<file path="config.mk">
export PLATFORM = sky130hd
export DESIGN_NAME = toggle_handshake_rx
export DESIGN_NICKNAME = d
export VERILOG_FILES = /design/src/rtl/toggle_handshake_rx.sv
export SDC_FILE = /design/constraint.sdc
export NUM_CORES = 1
export LEC_CHECK = 0
export ABC_AREA = 1
export CAP_MARGIN = 15
export CORE_UTILIZATION = 40
export DETAILED_ROUTE_END_ITERATION = 12
export GPL_ROUTABILITY_DRIVEN = 1
export GPL_TIMING_DRIVEN = 0
export PLACE_DENSITY = 0.69
export REMOVE_ABC_BUFFERS = 1
export SLEW_MARGIN = 0
export SYNTH_ARGS = -nofsm -noshare
export SYNTH_HDL_FRONTEND = slang
export SYNTH_SLANG_ARGS = --single-unit
</file>
<file path="constraint.sdc">
create_clock -name clk -period 2.2 [get_ports clk]
set_clock_uncertainty 0.1 [all_clocks]
set_input_delay 0.33 -clock clk [delete_from_list [all_inputs] [get_ports clk]]
set_output_delay 0.33 -clock clk [all_outputs]
set_load 0.05 [all_outputs]
</file>
<file path="src/rtl/toggle_handshake_rx.sv">
// toggle_handshake_rx
//
// Receive side of a two-phase (toggle) request/acknowledge handshake.
// The remote request toggle is synchronized into clk, every level change
// becomes one event, the accompanying payload is captured and offered on a
// valid/ready output, and an acknowledge toggle is returned once the word is
// consumed. A second request arriving while a word is still pending is a
// protocol overrun: it is dropped and a sticky flag is raised.
//
// Ports:
//   clk        - sole clock, rising edge
//   rst        - asynchronous active-high reset
//   req_tgl    - request toggle from the sender (asynchronous to clk)
//   req_data   - request payload, stable until ack_tgl changes
//   ack_tgl    - acknowledge toggle, one change per consumed word
//   out_valid  - out_data holds an unconsumed word
//   out_data   - captured payload (held until the next capture)
//   out_ready  - downstream accepts the word
//   evt_pulse  - one-cycle pulse per accepted event
//   overrun    - sticky protocol-violation flag
//   evt_count  - wrapping count of accepted events
module toggle_handshake_rx #(
  parameter int WIDTH       = 8,
  parameter int SYNC_STAGES = 2
) (
  input  logic             clk,
  input  logic             rst,
  input  logic             req_tgl,
  input  logic [WIDTH-1:0] req_data,
  output logic             ack_tgl,
  output logic             out_valid,
  output logic [WIDTH-1:0] out_data,
  input  logic             out_ready,
  output logic             evt_pulse,
  output logic             overrun,
  output logic [15:0]      evt_count
);

  typedef enum logic [0:0] {
    ST_IDLE = 1'b0,
    ST_HOLD = 1'b1
  } state_t;

  state_t                 state_q, state_d;
  logic [SYNC_STAGES-1:0] sync_q, sync_d;
  logic                   prev_q, prev_d;
  logic                   ack_q, ack_d;
  logic                   out_valid_q, out_valid_d;
  logic [WIDTH-1:0]       out_data_q, out_data_d;
  logic                   evt_pulse_q, evt_pulse_d;
  logic                   overrun_q, overrun_d;
  logic [15:0]            evt_count_q, evt_count_d;
  logic                   req_edge_s;

  // Synchronizer shift and edge-reference update; only sync bit 0 sees req_tgl.
  always_comb begin
    sync_d     = {sync_q[SYNC_STAGES-2:0], req_tgl};
    prev_d     = sync_q[SYNC_STAGES-1];
    // Either polarity of toggle is one request.
    req_edge_s = sync_q[SYNC_STAGES-1] ^ prev_q;
  end

  // Next-state and output logic of the capture/hold handshake FSM.
  always_comb begin
    state_d     = state_q;
    ack_d       = ack_q;
    out_valid_d = out_valid_q;
    out_data_d  = out_data_q;
    evt_pulse_d = 1'b0;
    overrun_d   = overrun_q;
    evt_count_d = evt_count_q;
    case (state_q)
      ST_IDLE: begin
        // out_ready is deliberately not looked at here.
        if (req_edge_s) begin
          out_data_d  = req_data;
          out_valid_d = 1'b1;
          evt_pulse_d = 1'b1;
          evt_count_d = evt_count_q + 16'd1;
          state_d     = ST_HOLD;
        end else begin
          state_d     = ST_IDLE;
        end
      end
      ST_HOLD: begin
        // A new toggle while a word is pending is dropped; the pending
        // word and its handshake proceed as if nothing happened.
        if (req_edge_s) begin
          overrun_d = 1'b1;
        end else begin
          overrun_d = overrun_q;
        end
        if (out_valid_q && out_ready) begin
          out_valid_d = 1'b0;
          ack_d       = ~ack_q;
          state_d     = ST_IDLE;
        end else begin
          state_d     = ST_HOLD;
        end
      end
      default: begin
        state_d     = ST_IDLE;
        out_valid_d = 1'b0;
      end
    endcase
  end

  // State and output registers with asynchronous reset.
  always_ff @(posedge clk or posedge rst) begin
    if (rst) begin
      state_q     <= ST_IDLE;
      sync_q      <= '0;
      prev_q      <= 1'b0;
      ack_q       <= 1'b0;
      out_valid_q <= 1'b0;
      out_data_q  <= '0;
      evt_pulse_q <= 1'b0;
      overrun_q   <= 1'b0;
      evt_count_q <= 16'd0;
    end else begin
      state_q     <= state_d;
      sync_q      <= sync_d;
      prev_q      <= prev_d;
      ack_q       <= ack_d;
      out_valid_q <= out_valid_d;
      out_data_q  <= out_data_d;
      evt_pulse_q <= evt_pulse_d;
      overrun_q   <= overrun_d;
      evt_count_q <= evt_count_d;
    end
  end

  assign ack_tgl   = ack_q;
  assign out_valid = out_valid_q;
  assign out_data  = out_data_q;
  assign evt_pulse = evt_pulse_q;
  assign overrun   = overrun_q;
  assign evt_count = evt_count_q;

endmodule

</file>
* After elaboration in Yosys (flattened, before gate mapping)
Index checks and enable logic that the tools add are counted.
** Cells by class
- Multiplexer cells :: 7
- $lt $le $gt $ge :: 0
- Add/sub/neg operators :: 1
- Eq/ne operators :: 2
- Divide/modulo/power cells :: 0
- Bitwise operators :: 3
- Shift operators :: 0
- Multipliers :: 0
- Reduce and logical (&&, ||, !) cells :: 5
** Operators by type and width (number)
- adder 16 x 1 -> 16 bit (second input constant) :: 1
- AND reduction 2 bit :: 4
- 2-to-1 mux 1 bit :: 5
- case mux 1 bit (2 select lines) :: 2
- inequality test 2 x 1 -> 1 bit (second input constant) :: 1
- inequality test 2 bit (second input constant) :: 1
- NOT 1 bit :: 2
- logical AND 1 bit :: 1
- bitwise XOR 1 bit :: 1
** Word-level totals
- Logic and storage cells :: 27
- RAM bits :: 0
- Bits of input ports :: 12
- Register bits :: 32
- Latch bits :: 0
- Memories :: 0
- Output and inout bits :: 28
- ROM bits :: 0

* Logic depth before layout (Yosys ltp)
- Word-level depth :: 3
- Mapped depth :: 8
- Gate-level depth less buffers :: 8

* Least setup slack after synthesis
OpenSTA, ideal clock, no wires.
- Path type :: reg-to-reg
- Start :: register evt_count_q[0] (netlist: evt_count[0])
- End :: register evt_count_q[8] (netlist: evt_count[8])
- Setup time :: 0.124 ns
- Stages on the path, launching flop included :: 8
- Data arrival time :: 1.550 ns
- Clock period less this slack :: 1.774 ns
- Path slack :: 0.426 ns
- Path through :: dfrtp_1 > ha_1 > nand2_1 > inv_1 > nand3_1 > nor2_4 > nand2_1 > xor2_1
** Between the ends
- Cells in the longest elaborated chain, start to end :: 1
** Ends and longest elaborated chain
- start: declaration :: RTL line 52 : logic [15:0] evt_count_q, evt_count_d;
- start signal: assignment :: RTL line 129 : evt_count_q <= evt_count_d;
- adder 16 x 1 -> 16 bit :: RTL line 79 : evt_count_d = evt_count_q + 16'd1;
Every way passes these cells.
A chain may end at the register's enable or synchronous reset.

* Final worst setup path
- Start :: register evt_count_q[11] (netlist: evt_count[11])
- End :: output evt_count[11]
** RTL lines
- end: declaration :: RTL line 36 : output logic [15:0] evt_count
No word-level cell between the ends.

==> run metrics <==
power density of the placed cells 1130 mW/mm²; postcts setup bufs 0; last weighted congestion value of the routability-driven placer 0.813; multi-input combinational cell area 552 µm²; max-slew headroom at the worst pin 56.3%; total of buffers placed on input and output ports 39; initial standard-cell utilization of the core 42.5%; clock tree from TritonCTS done; final wirelength 2770 µm; CTS buffer count 5; # rows 21; Peak VDD IR 730 µV; category of the critical setup timing path reg2out; Final Slew Violations 0; status completed; final std cell area, no fill 0.00194 mm²; highest-delay cell along the critical path clkdlybuf4s50_1; Yosys reg bits 32; die height 62 µm; total placed instance area 0.00190 mm²; number of hold-repair buffers added at the cts stage 0; antenna violations before repair 0; Setup violations, final 0; number of vias per cell 4.72; data arrival time at the worst-slack endpoint 1.60 ns; Total Nets Final 222; fraction of final layout cells sized beyond drive strength 1 6.76%; largest fanout on the critical path 6; GRT Resource Usage Total 17.6%; area of the mapped netlist 0.00144 mm²; delay of the slowest critical-path stage 0.84 ns; cells along the critical path clkdlybuf4s50_1; yosys synthesis warning count 0; first-iteration detailed-routing DRC count 32; FF/Latch Area 801 µm²; maximum number of pins on one net before global-route repair 19; number of nets with antenna violations after routing 0; clk sinks 32; 1st-pass router iterations 4; WL per Instance 10.9 µm; commonest cells after routing, fill and taps aside 62 x nand2_1, 39 x clkdlybuf4s50_1, 32 x dfrtp_1; slew of the pin with the lowest slew margin 0.654 ns; Post-Synthesis Mean Instance Area 8.78 µm²; ratio of final minimum period to clock period 92.1%; static leakage power 0.926 nW; capturing element type of the critical path output pin; Final Hold Viols 0; deepest clock path buffer count 2; signed area change from the synthesized netlist to the final layout 34.8%; clk_lat worst skew 0.32 ns; Min Clock Period, post-route 2.03 ns; clock transition at the registers of the reported paths 0.08 ns; max-cap viol count 0; Crit path required time 1.77 ns; Root Buffer Master clkbuf_4; critical path startpoint category flip-flop; post-route core utilization 57.3%; n_diodes 0; via count of the routed design 1194; area of the core 0.00339 mm²; total overflow reported by the global router 0; library cells used by synthesis 21; class of the most critical hold timing path reg2reg; detailed placer's ending HPWL 2110 µm; setup repair after global routing missed its margin false; commonest non-fill, non-tap cell in the layout nand2_1; number of inserted filler cells in the final layout 296; buffers and inverters on the worst path 1; portion of the post-synthesis area used by sequential elements 55.6%; Die Footprint 0.00384 mm²; Worst path top cell family by delay buffers and inverters; number of top-level pins 40; wire length of the first global-routing pass 4810 µm; FMAX 0.494 GHz; Setup TNS Final 0 ns; post-detailed-route DRC marker count 0; number of gates given a new drive strength after cts 0; die width 62 µm; synthesized instance count 164; via count of the first global-routing pass 1194; H-tree Lvls 2
## logic make-up after synthesis
kind of cell             share of synthesized area [%]
XOR/XNOR                                          6.69
flip-flops                                        55.6
adder cells (fa/ha/maj)                          0.869
buffers and inverters                             6.08
AND/OR/NAND/NOR                                   29.5
AO/OA/AOI/OAI                                     1.30
## flip-flops by register name, indices dropped and copies added (netlist names)
signal,flops
out_valid,1
ack_tgl,1
sync_q,2
state_q,1
prev_q,1
overrun,1
evt_pulse,1
evt_count,16
out_data,8
## layer usage
| metal | GRT usage (%) | vias to the layer above | part of all wire [%] |
|---|---|---|---|
| met5 | 0 | - | 0 |
| met4 | 6.67 | 0 | 1.7 |
| met3 | 7.04 | 6 | 6.4 |
| met2 | 31.9 | 36 | 50 |
| met1 | 18.1 | 564 | 42 |
| li1 | - | 588 | - |
## where the power goes
group | switching, mW | internal (mW) | total, mW
registers | 0.109 | 0.735 | 0.844
clock network | 0.169 | 0.106 | 0.275
logic | 0.732 | 0.342 | 1.07
total | 1.01 | 1.18 | 2.19
## Yosys cell counts, drive strengths merged
cell   instances  share of area, %
buf            2              0.87
nor2          14               4.9
o21ai          1              0.35
nand2         64                17
dfrtp         32                56
xnor2          4               2.4
a31oi          1              0.43
nand4          5               2.2
a21o           1              0.52
ha             1              0.87
xor2           7               4.3
inv           20               5.2
nand3          9               4.0
nor3           3               1.4
## stage by stage
stage / power [mW] / cells / setup WS, ns / hold WS, ns
floorplan: 1.57 / 162 / 0.426 / 0.231
global placement: 1.91 / 247 / 0.361 / 0.238
detailed placement: 1.93 / 248 / 0.520 / 0.238
CTS: 2.22 / 253 / 0.163 / 0.263
global route: 2.33 / 253 / 0.103 / 0.286
finish: 2.19 / 253 / 0.174 / 0.259
## worst paths after layout
path,cells after the start,to,slack (ns),startpoint
max in group asynchronous,3,evt_pulse,1.20,rst
min in group asynchronous,2,overrun,0.30,rst
max reg2reg,5,evt_count[4],0.67,state_q
max,1,evt_count[11],0.17,evt_count[11]
min,0,sync_q[1],0.26,sync_q[0]
min reg2reg,0,sync_q[1],0.26,sync_q[0]
## area by class of cell
type | instances | share of cell area (%)
repair buffers | 40 | 21.5
well taps | 46 | 2.97
inverters | 20 | 3.87
clock buffers | 5 | 1.93
flip-flops and latches | 32 | 41.3
multi-input cells | 110 | 28.4
(Power assumes the default switching activity.)
==> patch (same flow settings) <==
Take the reset off `out_data_q` and load it in a clocked block of its own.
--- a/src/rtl/toggle_handshake_rx.sv
+++ b/src/rtl/toggle_handshake_rx.sv
@@ -115,3 +115,2 @@
       out_valid_q <= 1'b0;
-      out_data_q  <= '0;
       evt_pulse_q <= 1'b0;
@@ -125,3 +124,2 @@
       out_valid_q <= out_valid_d;
-      out_data_q  <= out_data_d;
       evt_pulse_q <= evt_pulse_d;
@@ -130,2 +128,6 @@
     end
+  end
+
+  always_ff @(posedge clk) begin
+    out_data_q <= out_data_d;
   end
Formal check against the unedited RTL: differs if rst is asserted again (counterexample within 4 cycles, from zero or initial values and one cycle with rst high); with rst held inactive, the same outputs for 10 cycles.
==> patch against the unedited design <==
  * Cell area decreased by 2.3%
  * Clock power grew 12%
  * First-iteration DRC count up 31%
  * Area after synthesis down 2.9%
  * Sequential share of layout area grew 3.1 points
  * Largest cell class unchanged
  * Routed wire length is 2.5% lower
  * Worst setup slack lost 2.5 ps
  * Critical endpoint unchanged
  * Sequential cell count is the same
  * Die area decreased by 2.8%
  * Non-clock buffer count down 1
  * Power fell by 19%
  * Via count down 9.0%
==> patch: results <==
[global_route]
use_met3_pct = 5.042
antenna_found_initial = 0
grt_pass1_vias = 997
grt_util_met1_pct = 20.08
grt_pass1_wl_um = 4353
grt_usage_pct = 16.33
grt_max_degree = 25
grtUsageMet2_pct = 26.40

[drt]
drtIter0Drc = 42
wl_met1_um = 1213
wirelength_um = 2701
wl_met3_um = 158
wl_met2_um = 1292
drt-vias-per-instance = 4.706
drtPass1Iterations = 4

[worst_hold_path]
hp-class = "reg2reg"
hold_depth = 0
hold_start = "sync_q[0]"
whs_endpoint = "sync_q[1]"

[cells_and_area]
drive_gt1_share_pct = 9.189
fin_nets = 197

[power_and_ir_drop]
p_sw_share_pct = 40.59
seq-power_w = 0.000795
ir_drop_mv = 0.4412
p_leak_nw = 0.8383
net-switching-power_w = 0.0007244
powerClk_w = 0.000308

[timing]
whs_ps = 255.6
worst_pin_slew_ps = 900.3

[synth]
async_flop_share_pct = 75.00
ys_seq_area_share_pct = 60.11
yosys_warnings = 0
synth-edff-count = 8
synth_common_cells = "nand2_1, dfrtp_1, inv_1"
yosysUniqueCellTypes = 19
ys_top_cells_by_area = "dfrtp_1, edfxtp_1, nand2_1"

[worst_setup_path]
ff2ff_setup_slack_ps = 750
crit_arrival_ps = 1600
r2r-start = "sync_q[1]"
slowest_delay_ps = 830
reg2reg_depth = 7
rr_endpoint = "evt_count[15]"

[clocking]
numCtsBuffers = 5
cts_setup_buffers = 0
cts.htree.levels = 2
ctsLongestPathBuffers = 2
ctsResizeCount = 0
cts_root_buf = "clkbuf_4"
clk_latency_ps = 320

[placement]
globalplace.congestion = 0.8212
dpl-instance-area_um2 = 1847
dp_hpwl_um = 2033
portBuffers = 39

[outcome]
status = "finished clean"
==> patch: cell types whose count changed after synthesis, moves of 2 or more <==
cell      before  now
nand4_1        5    7
nor2_1        11    9
nand2_1       62   36
edfxtp_1       0    8
a21oi_1        0    2
dfrtp_1       32   24
nor3_1         2    0
nor2_4         2    4
==> patch: cell type report <==
type	instances	area (um^2)
sequential	32	840.8
tap	46	57.56
clock inverter	1	5.005
timing repair buffer	39	390.4
fill	291	1440
multi-input combinational	85	479.2
inverter	21	78.83
clock buffer	7	45.04
==> patch: cells by family (layout without fill, tap and decap cells) <==
group	count (synthesis)	in the layout	synth area share, %
flip-flops	32	32	60.11
AND/OR/NAND/NOR	70	70	25.49
XOR/XNOR	10	10	6.262
AO/OA/AOI/OAI	4	4	1.610
buffers and inverters	21	68	5.635
adder cells (fa/ha/maj)	1	1	0.8943
==> patch: metrics by stage <==
step	std cells	setup WS [ps]
after floorplan	138	597.0
after global placement	223	528.7
after detailed placement	223	525.0
after CTS	231	165.4
after global routing	231	97.94
final	231	171.3
